`config.mk`:
```
export PLATFORM = sky130hd
export DESIGN_NAME = lb_initiator
export DESIGN_NICKNAME = d
export VERILOG_FILES = /design/src/rtl/lb_init_pkg.sv /design/src/rtl/lb_initiator.sv
export SDC_FILE = /design/constraint.sdc
export NUM_CORES = 1
export LEC_CHECK = 0
export CAP_MARGIN = 20
export CORE_AREA = 8 8 140 142
export CTS_BUF_LIST = sky130_fd_sc_hd__clkbuf_16
export DETAILED_ROUTE_END_ITERATION = 7
export DIE_AREA = 0 0 148 150
export PLACE_DENSITY_LB_ADDON = 0.15
export SYNTH_ARGS = -nofsm -noshare
export SYNTH_HDL_FRONTEND = slang
export SYNTH_SLANG_ARGS = --single-unit
```
`constraint.sdc`:
```
create_clock -name clk_lb -period 3.25 [get_ports clk_lb]
set_clock_uncertainty 0.15 [all_clocks]
set_input_delay 0.4875 -clock clk_lb [delete_from_list [all_inputs] [get_ports clk_lb]]
set_output_delay 0.4875 -clock clk_lb [all_outputs]
set_load 0.005 [all_outputs]
```
`src/rtl/lb_init_pkg.sv`:
```
// Shared types and constants for the local-bus initiator.
package lb_init_pkg;

  localparam int unsigned LB_ADDR_W  = 32;
  localparam int unsigned LB_DATA_W  = 32;
  localparam int unsigned LB_LEN_W   = 8;
  localparam int unsigned LB_BEATS_W = 9;
  localparam int unsigned LB_TIMER_W = 8;
  localparam int unsigned LB_ERR_W   = 16;

  localparam logic [LB_ADDR_W-1:0] LB_ADDR_STRIDE  = 32'd4;
  localparam logic [LB_DATA_W-1:0] LB_TIMEOUT_DATA = 32'hDEADBEEF;

  typedef enum logic [2:0] {
    S_IDLE,
    S_WR_DATA,
    S_WR_STROBE,
    S_WR_GAP,
    S_RD_STROBE,
    S_RD_WAIT,
    S_RD_PUSH
  } lb_state_e;

  typedef struct packed {
    logic                wr;
    logic [LB_ADDR_W-1:0] addr;
    logic [LB_LEN_W-1:0]  len;
  } lb_cmd_t;

endpackage

```
`src/rtl/lb_initiator.sv`:
```
// Local-bus initiator: turns host burst commands into lb_wr/lb_rd strobes and
// returns read replies (or a timeout marker) on a valid/ready stream.
module lb_initiator
  import lb_init_pkg::*;
#(
  parameter int unsigned TIMEOUT = 64,
  parameter int unsigned RD_MASK = 1,
  parameter int unsigned WR_GAP  = 2
) (
  input  logic                  clk_lb,
  input  logic                  reset,
  input  logic                  cmd_valid,
  output logic                  cmd_ready,
  input  logic                  cmd_wr,
  input  logic [LB_ADDR_W-1:0]  cmd_addr,
  input  logic [LB_LEN_W-1:0]   cmd_len,
  input  logic                  wd_valid,
  output logic                  wd_ready,
  input  logic [LB_DATA_W-1:0]  wd_data,
  output logic                  rd_valid,
  input  logic                  rd_ready,
  output logic [LB_DATA_W-1:0]  rd_data,
  output logic                  rd_err,
  output logic                  busy,
  output logic [LB_ERR_W-1:0]   err_cnt,
  output logic                  lb_wr,
  output logic                  lb_rd,
  output logic [LB_ADDR_W-1:0]  lb_addr,
  output logic [LB_DATA_W-1:0]  lb_wr_d,
  input  logic [LB_DATA_W-1:0]  lb_rd_d,
  input  logic                  lb_rd_rdy
);

  localparam logic [LB_TIMER_W-1:0] TIMEOUT_C = LB_TIMER_W'(TIMEOUT);
  localparam logic [LB_TIMER_W-1:0] RD_MASK_C = LB_TIMER_W'(RD_MASK);
  localparam logic [LB_TIMER_W:0]   WR_GAP_C  = (LB_TIMER_W+1)'(WR_GAP);

  lb_state_e             state_q, state_d;
  logic [LB_ADDR_W-1:0]  addr_q, addr_d;
  logic [LB_BEATS_W-1:0] beats_q, beats_d;
  logic [LB_TIMER_W-1:0] timer_q, timer_d;
  logic [LB_ADDR_W-1:0]  lb_addr_q, lb_addr_d;
  logic [LB_DATA_W-1:0]  lb_wdata_q, lb_wdata_d;
  logic [LB_DATA_W-1:0]  rd_data_q, rd_data_d;
  logic                  rd_err_q, rd_err_d;
  logic [LB_ERR_W-1:0]   err_cnt_q, err_cnt_d;
  logic                  cmd_ready_q, wd_ready_q, rd_valid_q, busy_q, lb_wr_q, lb_rd_q;

  lb_cmd_t cmd;
  logic    gap_done;
  logic    last_beat;

  assign cmd       = '{wr: cmd_wr, addr: cmd_addr, len: cmd_len};
  assign gap_done  = ({1'b0, timer_q} + (LB_TIMER_W+1)'(1)) >= WR_GAP_C;
  assign last_beat = (beats_q == LB_BEATS_W'(1));

  // Next-state and next-output decode.
  always_comb begin
    state_d    = state_q;
    addr_d     = addr_q;
    beats_d    = beats_q;
    timer_d    = timer_q;
    lb_addr_d  = lb_addr_q;
    lb_wdata_d = lb_wdata_q;
    rd_data_d  = rd_data_q;
    rd_err_d   = rd_err_q;
    err_cnt_d  = err_cnt_q;

    unique case (state_q)
      S_IDLE: begin
        if (cmd_valid && cmd_ready_q) begin
          addr_d  = cmd.addr;
          beats_d = LB_BEATS_W'(cmd.len) + LB_BEATS_W'(1);
          state_d = cmd.wr ? S_WR_DATA : S_RD_STROBE;
        end
      end
      S_WR_DATA: begin
        if (wd_valid && wd_ready_q) begin
          lb_wdata_d = wd_data;
          state_d    = S_WR_STROBE;
        end
      end
      S_WR_STROBE: begin
        timer_d = '0;
        state_d = S_WR_GAP;
      end
      S_WR_GAP: begin
        if (gap_done) begin
          addr_d  = addr_q + LB_ADDR_STRIDE;
          beats_d = beats_q - LB_BEATS_W'(1);
          state_d = last_beat ? S_IDLE : S_WR_DATA;
        end else begin
          timer_d = timer_q + LB_TIMER_W'(1);
        end
      end
      S_RD_STROBE: begin
        // Strobe cycle is cycle 0; the first wait cycle is cycle 1.
        timer_d = LB_TIMER_W'(1);
        state_d = S_RD_WAIT;
      end
      S_RD_WAIT: begin
        if ((timer_q > RD_MASK_C) && lb_rd_rdy) begin
          rd_data_d = lb_rd_d;
          rd_err_d  = 1'b0;
          state_d   = S_RD_PUSH;
        end else if (timer_q >= TIMEOUT_C) begin
          rd_data_d = LB_TIMEOUT_DATA;
          rd_err_d  = 1'b1;
          if (err_cnt_q != '1) err_cnt_d = err_cnt_q + LB_ERR_W'(1);
          state_d   = S_RD_PUSH;
        end else begin
          timer_d = timer_q + LB_TIMER_W'(1);
        end
      end
      S_RD_PUSH: begin
        if (rd_ready && rd_valid_q) begin
          addr_d  = addr_q + LB_ADDR_STRIDE;
          beats_d = beats_q - LB_BEATS_W'(1);
          state_d = last_beat ? S_IDLE : S_RD_STROBE;
        end
      end
      default: state_d = S_IDLE;
    endcase

    if ((state_d == S_WR_STROBE) || (state_d == S_RD_STROBE)) lb_addr_d = addr_d;
  end

  // State and registered outputs; strobes/readies decode the upcoming state.
  always_ff @(posedge clk_lb or negedge reset) begin
    if (!reset) begin
      state_q     <= S_IDLE;
      addr_q      <= '0;
      beats_q     <= '0;
      timer_q     <= '0;
      lb_addr_q   <= '0;
      lb_wdata_q  <= '0;
      rd_data_q   <= '0;
      rd_err_q    <= 1'b0;
      err_cnt_q   <= '0;
      cmd_ready_q <= 1'b0;
      wd_ready_q  <= 1'b0;
      rd_valid_q  <= 1'b0;
      busy_q      <= 1'b0;
      lb_wr_q     <= 1'b0;
      lb_rd_q     <= 1'b0;
    end else begin
      state_q     <= state_d;
      addr_q      <= addr_d;
      beats_q     <= beats_d;
      timer_q     <= timer_d;
      lb_addr_q   <= lb_addr_d;
      lb_wdata_q  <= lb_wdata_d;
      rd_data_q   <= rd_data_d;
      rd_err_q    <= rd_err_d;
      err_cnt_q   <= err_cnt_d;
      cmd_ready_q <= (state_d == S_IDLE);
      wd_ready_q  <= (state_d == S_WR_DATA);
      rd_valid_q  <= (state_d == S_RD_PUSH);
      busy_q      <= (state_d != S_IDLE);
      lb_wr_q     <= (state_d == S_WR_STROBE);
      lb_rd_q     <= (state_d == S_RD_STROBE);
    end
  end

  assign cmd_ready = cmd_ready_q;
  assign wd_ready  = wd_ready_q;
  assign rd_valid  = rd_valid_q;
  assign rd_data   = rd_data_q;
  assign rd_err    = rd_err_q;
  assign busy      = busy_q;
  assign err_cnt   = err_cnt_q;
  assign lb_wr     = lb_wr_q;
  assign lb_rd     = lb_rd_q;
  assign lb_addr   = lb_addr_q;
  assign lb_wr_d   = lb_wdata_q;

endmodule
```
==> results of run 1 <==
==> cells in the mapped netlist, drive strengths merged, types with 6 or more instances <==
| cell | instances |
|---|---|
| clkbuf | 19 |
| xnor2 | 17 |
| o211ai | 6 |
| and2 | 8 |
| o21ai | 28 |
| a41oi | 13 |
| nor4 | 7 |
| a2bb2oi | 11 |
| mux2 | 44 |
| a22o | 9 |
| o22a | 27 |
| buf | 18 |
| a22oi | 7 |
| dfrtp | 171 |
| nand3 | 37 |
| or4 | 8 |
| inv | 19 |
| and3 | 11 |
| nor3 | 19 |
| nor2 | 62 |
| nand4 | 16 |
| a31oi | 15 |
| ha | 9 |
| nand2 | 87 |
| or3 | 8 |
| mux2i | 6 |
| o221ai | 6 |
| a21oi | 18 |
| xor2 | 7 |
==> state kept, by name (all words and copies together), names as in the netlist, 3 cells and up <==
register,cells
lb_addr,32
state_q,3
beats_q,9
rd_data,32
timer_q,8
err_cnt,16
addr_q,32
lb_wr_d,32
==> repair_timing <==
action / 4_1_cts / 5_1_grt
endpoints found under the hold margin: 53 / 0
hold buffers: 1 / 0
resized for setup: 0 / 1
setup endpoints to repair: 0 / 1
==> per-stage QoR <==
step | hold slack [ns] | utilization | cell area [sq um] | worst slack [ns] | power [W]
2_1_floorplan | 0.0419 | - | 8230 | 0.499 | 0.00584
3_3_place_gp | 0.331 | 0.619 | 10900 | 0.375 | 0.00791
3_5_place_dp | 0.331 | 0.619 | 10900 | 0.299 | 0.00800
4_1_cts | 0.343 | 0.654 | 11500 | 0.285 | 0.0101
5_1_grt | 0.354 | 0.654 | 11500 | 0.0938 | 0.0107
6_report | 0.343 | 0.654 | 11500 | 0.279 | 0.00999
==> cells by family after synthesis <==
group	count (synthesis)	share of synthesized area
mux	50	0.0702
simple gates	284	0.172
xor+xnor	24	0.0255
buf+inv	56	0.0334
fa+ha+maj	9	0.0137
compound gates	175	0.165
flops	171	0.520
==> layer usage <==
| metal | track usage | wire [um] |
|---|---|---|
| met5 | 0 | 0 |
| met4 | 0.0490 | 208 |
| met3 | 0.0913 | 2330 |
| met2 | 0.327 | 10700 |
| met1 | 0.276 | 10200 |
==> final cells by class <==
class	count	area [sq um]
Clock buffer	17	425
Clock inverter	15	166
Fill cell	1435	6070
Inverter	19	71.3
Multi-Input combinational cell	542	3700
Sequential cell	171	4280
Tap cell	229	287
Timing Repair Buffer	255	2540
==> worst register-to-register path: stages (launching register included) <==
cell and delay, ns:
dfrtp_1 0.50, inv_1 0.08, ha_1 0.30, or3_1 0.33, or4_1 0.52, o211ai_2 0.14
and3_1 0.24, buf_12 0.19, o221ai_2 0.13, mux2_4 0.27
==> power by group <==
group          internal (W)  switching (W)
Clock               0.00115       0.000907
Sequential          0.00296       0.000609
Combinational       0.00244        0.00192
==> path summary, 6_finish.rpt <==
kind                            cells past startpoint        start  slack (ns)     endpoint
worst min-delay path                                1  err_cnt[15]        0.34  err_cnt[15]
max in group asynchronous                           3        reset        1.62   addr_q[14]
min in group asynchronous                           2        reset        0.44  rd_data[21]
worst max-delay path                                9   timer_q[0]        0.28  lb_addr[26]
worst min register to register                      1  err_cnt[15]        0.34  err_cnt[15]
worst max register to register                      9   timer_q[0]        0.28  lb_addr[26]
==> impl_metrics.tcl, run 1 <==
set metrics [dict create \
    vias_per_cell 5.55 \
    grt_use_total 0.214 \
    rsz0062_at_grt "no" \
    synth_edf_count 0 \
    slowest_stage "or4_1" \
    antenna_found_initial 0 \
    fin_nets 1126 \
    ys_ff_latch 171 \
    die_y_um 150 \
    hp-class "reg2reg" \
    syn_avg_cell_area_sq_um 10.7 \
    cts_sinks 171 \
    dp.cells 1215 \
    syn_nets 889 \
    drive_gt1_frac 0.125 \
    end_kind "flip-flop" \
    maxSlewHeadroom 0.597 \
    synth_cell_types 70 \
    clock_latency_ns 0.43 \
    synth_cells 769 \
    fmax_mhz 337 \
    worst_pin_slew_ns 0.605 \
    cts.clk_slew.worst_paths_ns 0.06 \
    diodes 0 \
    finalSetupTns_ns 0 \
    vias 6924 \
    critPathRequiredTime_ns 3.40 \
    dp_hpwl_mm 17.1 \
    async_flop_share 1.00 \
    ys_warn_count 0 \
    post-route-min-period_ns 2.97 \
    wl_per_cell_um 18.8 \
    powerDensity_nw_per_um2 872 \
    arrival_ns 3.13 \
    place.gp.congestion 0.835 \
    vdd_drop_max_v 0.000566 \
    clock_path_buffers 2 \
    path_class "reg2reg" \
    grt_max_degree 57 \
    max_stage_delay_ns 0.52 \
    cts-root-buf "clkbuf_16" \
    yosys.area.top_type "dfrtp_1" \
    hold_viol 0 \
    postCtsSetupBuffers 0 \
    ant_nets 0 \
    cts_tree "yes" \
    yosys.area.top_type_share 0.520 \
    fp.dieArea_sq_um 22200 \
    htreeDepth 4 \
    first_global_vias 7141 \
    final_cell_mix "clkdlybuf4s50_1 (228), dfrtp_1 (171), nand2_1 (87)" \
    ys.flop_type "dfrtp_1" \
    wl_mm 23.4 \
    drc 0 \
    io_buffer_count 229 \
    crit_fanout 26 \
    finalMaxSlewViolations 0 \
    grt_pass1_wl_mm 38.0 \
    crit_chain "inv_1 > ha_1 > or3_1 > or4_1 > o211ai_2 > and3_1 > buf_12 > o221ai_2 > mux2_4" \
    synth_area_sq_um 8230 \
    period_share 0.914 \
    yosysSeqAreaShare 0.520 \
    overflow 0 \
    syn2layout_area_growth_pct 39.3 \
    setup_violations 0 \
    outcome "finished clean" \
    cts-buffers-inserted 17 \
    drtPass1Iterations 5 \
    cp.buffers_inverters 2 \
    maxCapViolCount 0 \
    initial_core_util 0.469 \
    cp-start-kind "flip-flop" \
    rows 49 \
    drt_iter0_markers 408 \
    ioPinCount 230 \
    synth.area.top_cells "dfrtp_1 (52%), mux2_2 (5.2%), nand2_1 (4.0%)" \
    leakage_nw 4.84 \
    layout.cells.most_common "clkdlybuf4s50_1" \
    core_sq_um 17500 \
    crit_family "simple AND/OR/NAND/NOR gates" \
    fin_cells 1248 \
    fp.dieW_um 148 \
]
Power figures use the tool's default switching activity.
==> run 2: changes to the inputs <==
Settings changed: CORE_AREA 8 8 140 142 to 8 8 157 159, DIE_AREA 0 0 148 150 to 0 0 165 167.
==> impl_metrics.tcl, run 2 (synthesis gave the netlist of run 1 again) <==
set metrics [dict create \
    outcome "finished clean" \
    drc 0 \
    met3_length_mm 2.35 \
    layout.cells.most_common "clkdlybuf4s50_1" \
    arrival_ns 3.10 \
    powerDensity_nw_per_um2 877 \
    fmax_mhz 338 \
    finalMaxSlewViolations 0 \
    leakage_nw 4.85 \
    core_sq_um 22200 \
    ioPinCount 230 \
    overflow 0 \
    met2WireLength_mm 10.4 \
    critPathRequiredTime_ns 3.39 \
    initial_core_util 0.370 \
    clock_latency_ns 0.42 \
    place.gp.congestion 0.812 \
    path_class "reg2reg" \
    fin_nets 1125 \
    post-route-min-period_ns 2.96 \
    vias_per_cell 5.24 \
    cts-root-buf "clkbuf_16" \
    finalSetupTns_ns 0 \
    cts_tree "yes" \
    diodes 0 \
    io_buffer_count 229 \
    cts-buffers-inserted 17 \
    clock_path_buffers 2 \
    wl_mm 23.5 \
    fillers 2031 \
    drt_iter0_markers 337 \
    cts_resized 0 \
    vdd_drop_max_v 0.000380 \
    dp_hpwl_mm 17.2 \
    cts_sinks 171 \
    ant_nets 0 \
    period_share 0.910 \
    setup_violations 0 \
    maxCapViolCount 0 \
    rows 55 \
    die_y_um 167 \
    antenna_found_initial 0 \
    first_global_vias 7083 \
    wl_per_cell_um 18.0 \
    total_power_w 0.0102 \
    hold_viol 0 \
    grt_max_degree 63 \
    wl_met1_mm 10.4 \
    htreeDepth 4 \
    worst_pin_slew_ns 0.606 \
    grt_use_total 0.173 \
    cp-start-kind "flip-flop" \
    end_kind "flip-flop" \
    drtPass1Iterations 4 \
    drive_gt1_frac 0.123 \
    hp-class "reg2reg" \
    cts.clk_slew.worst_paths_ns 0.07 \
    syn2layout_area_growth_pct 40.7 \
    grt_pass1_wl_mm 38.4 \
    maxSlewHeadroom 0.596 \
    fp.dieArea_sq_um 27600 \
    vias 6825 \
    top_layer "met4" \
    crit_fanout 26 \
    fp.dieW_um 165 \
    rsz0062_at_grt "no" \
    final_cell_mix "clkdlybuf4s50_1 (228), dfrtp_1 (171), nand2_1 (87)" \
]
-- run 2: cell types whose count changed in the layout (fill, tap and decap cells not counted), sizes merged --
cell    change
inv         +1
clkinv      -4
buf         -1
bufinv      +2
-- run 2: worst max-delay path, cell delays in order (launching register included) --
cell and delay (ns):
dfrtp_1 0.51, inv_1 0.08, ha_1 0.30, or3_1 0.32, or4_1 0.49, o211ai_2 0.14, and3_1 0.25, buf_12 0.19
a2bb2oi_1 0.26, a41oi_1 0.14
-- run 2: routing by layer --
| layer | up-vias | GRT usage |
|---|---|---|
| met2 | 210 | 0.257 |
| met4 | 0 | 0.0415 |
| met3 | 18 | 0.0759 |
| li1 | 3308 | - |
| met5 | - | 0 |
| met1 | 3289 | 0.228 |
-- run 2: repair_timing --
item	in CTS	in global routing
hold buffers	1	0
hold endpoints to repair	60	0
setup buffers	0	0
-- run 2: final timing paths --
kind | startpoint | to | slack, ns | depth (start not counted)
worst min-delay path | err_cnt[15] | err_cnt[15] | 0.34 | 1
worst max register to register | timer_q[0] | lb_addr[27] | 0.29 | 9
worst max-delay path | timer_q[0] | lb_addr[27] | 0.29 | 9
max in group asynchronous | reset | lb_wr_d[20] | 1.71 | 3
min in group asynchronous | reset | rd_data[9] | 0.47 | 2
worst min register to register | err_cnt[15] | err_cnt[15] | 0.34 | 1
-- run 2: power breakdown --
part | switching (W) | internal [W] | leakage, nW
Sequential | 0.000597 | 0.00296 | 2.18
Clock | 0.000910 | 0.00130 | 0.303
Combinational | 0.00192 | 0.00246 | 2.37
Total | 0.00343 | 0.00673 | 4.85
-- run 2: cell type report --
| class | count | area (sq um) | share of cell area |
|---|---|---|---|
| clock buffers | 17 | 425 | 0.0367 |
| clock inverters | 14 | 205 | 0.0177 |
| inverters | 19 | 71.3 | 0.00616 |
| multi-input cells | 542 | 3690 | 0.319 |
| flip-flops and latches | 171 | 4280 | 0.370 |
| well taps | 285 | 357 | 0.0308 |
| repair buffers | 254 | 2550 | 0.220 |
-- run 2: through the flow --
step | utilization | hold WS, ns | std cells | worst slack, ns | instance area, sq um
after global placement | 0.492 | 0.326 | 1270 | 0.350 | 10900
after global routing | 0.521 | 0.358 | 1302 | 0.0849 | 11600
final | 0.521 | 0.337 | 1302 | 0.293 | 11600
after floorplan | - | 0.0419 | 769 | 0.499 | 8230
after CTS | 0.521 | 0.342 | 1302 | 0.286 | 11600
after detailed placement | 0.492 | 0.333 | 1270 | 0.293 | 10900
==> run 3: changes to the inputs <==
Settings changed: CORE_AREA 8 8 157 159 to 8 8 140 142, DIE_AREA 0 0 165 167 to 0 0 148 150, GPL_ROUTABILITY_DRIVEN set to 0.
==> results of run 3 <==
The final DEF is identical to that of run 1; final timing and power are the same.
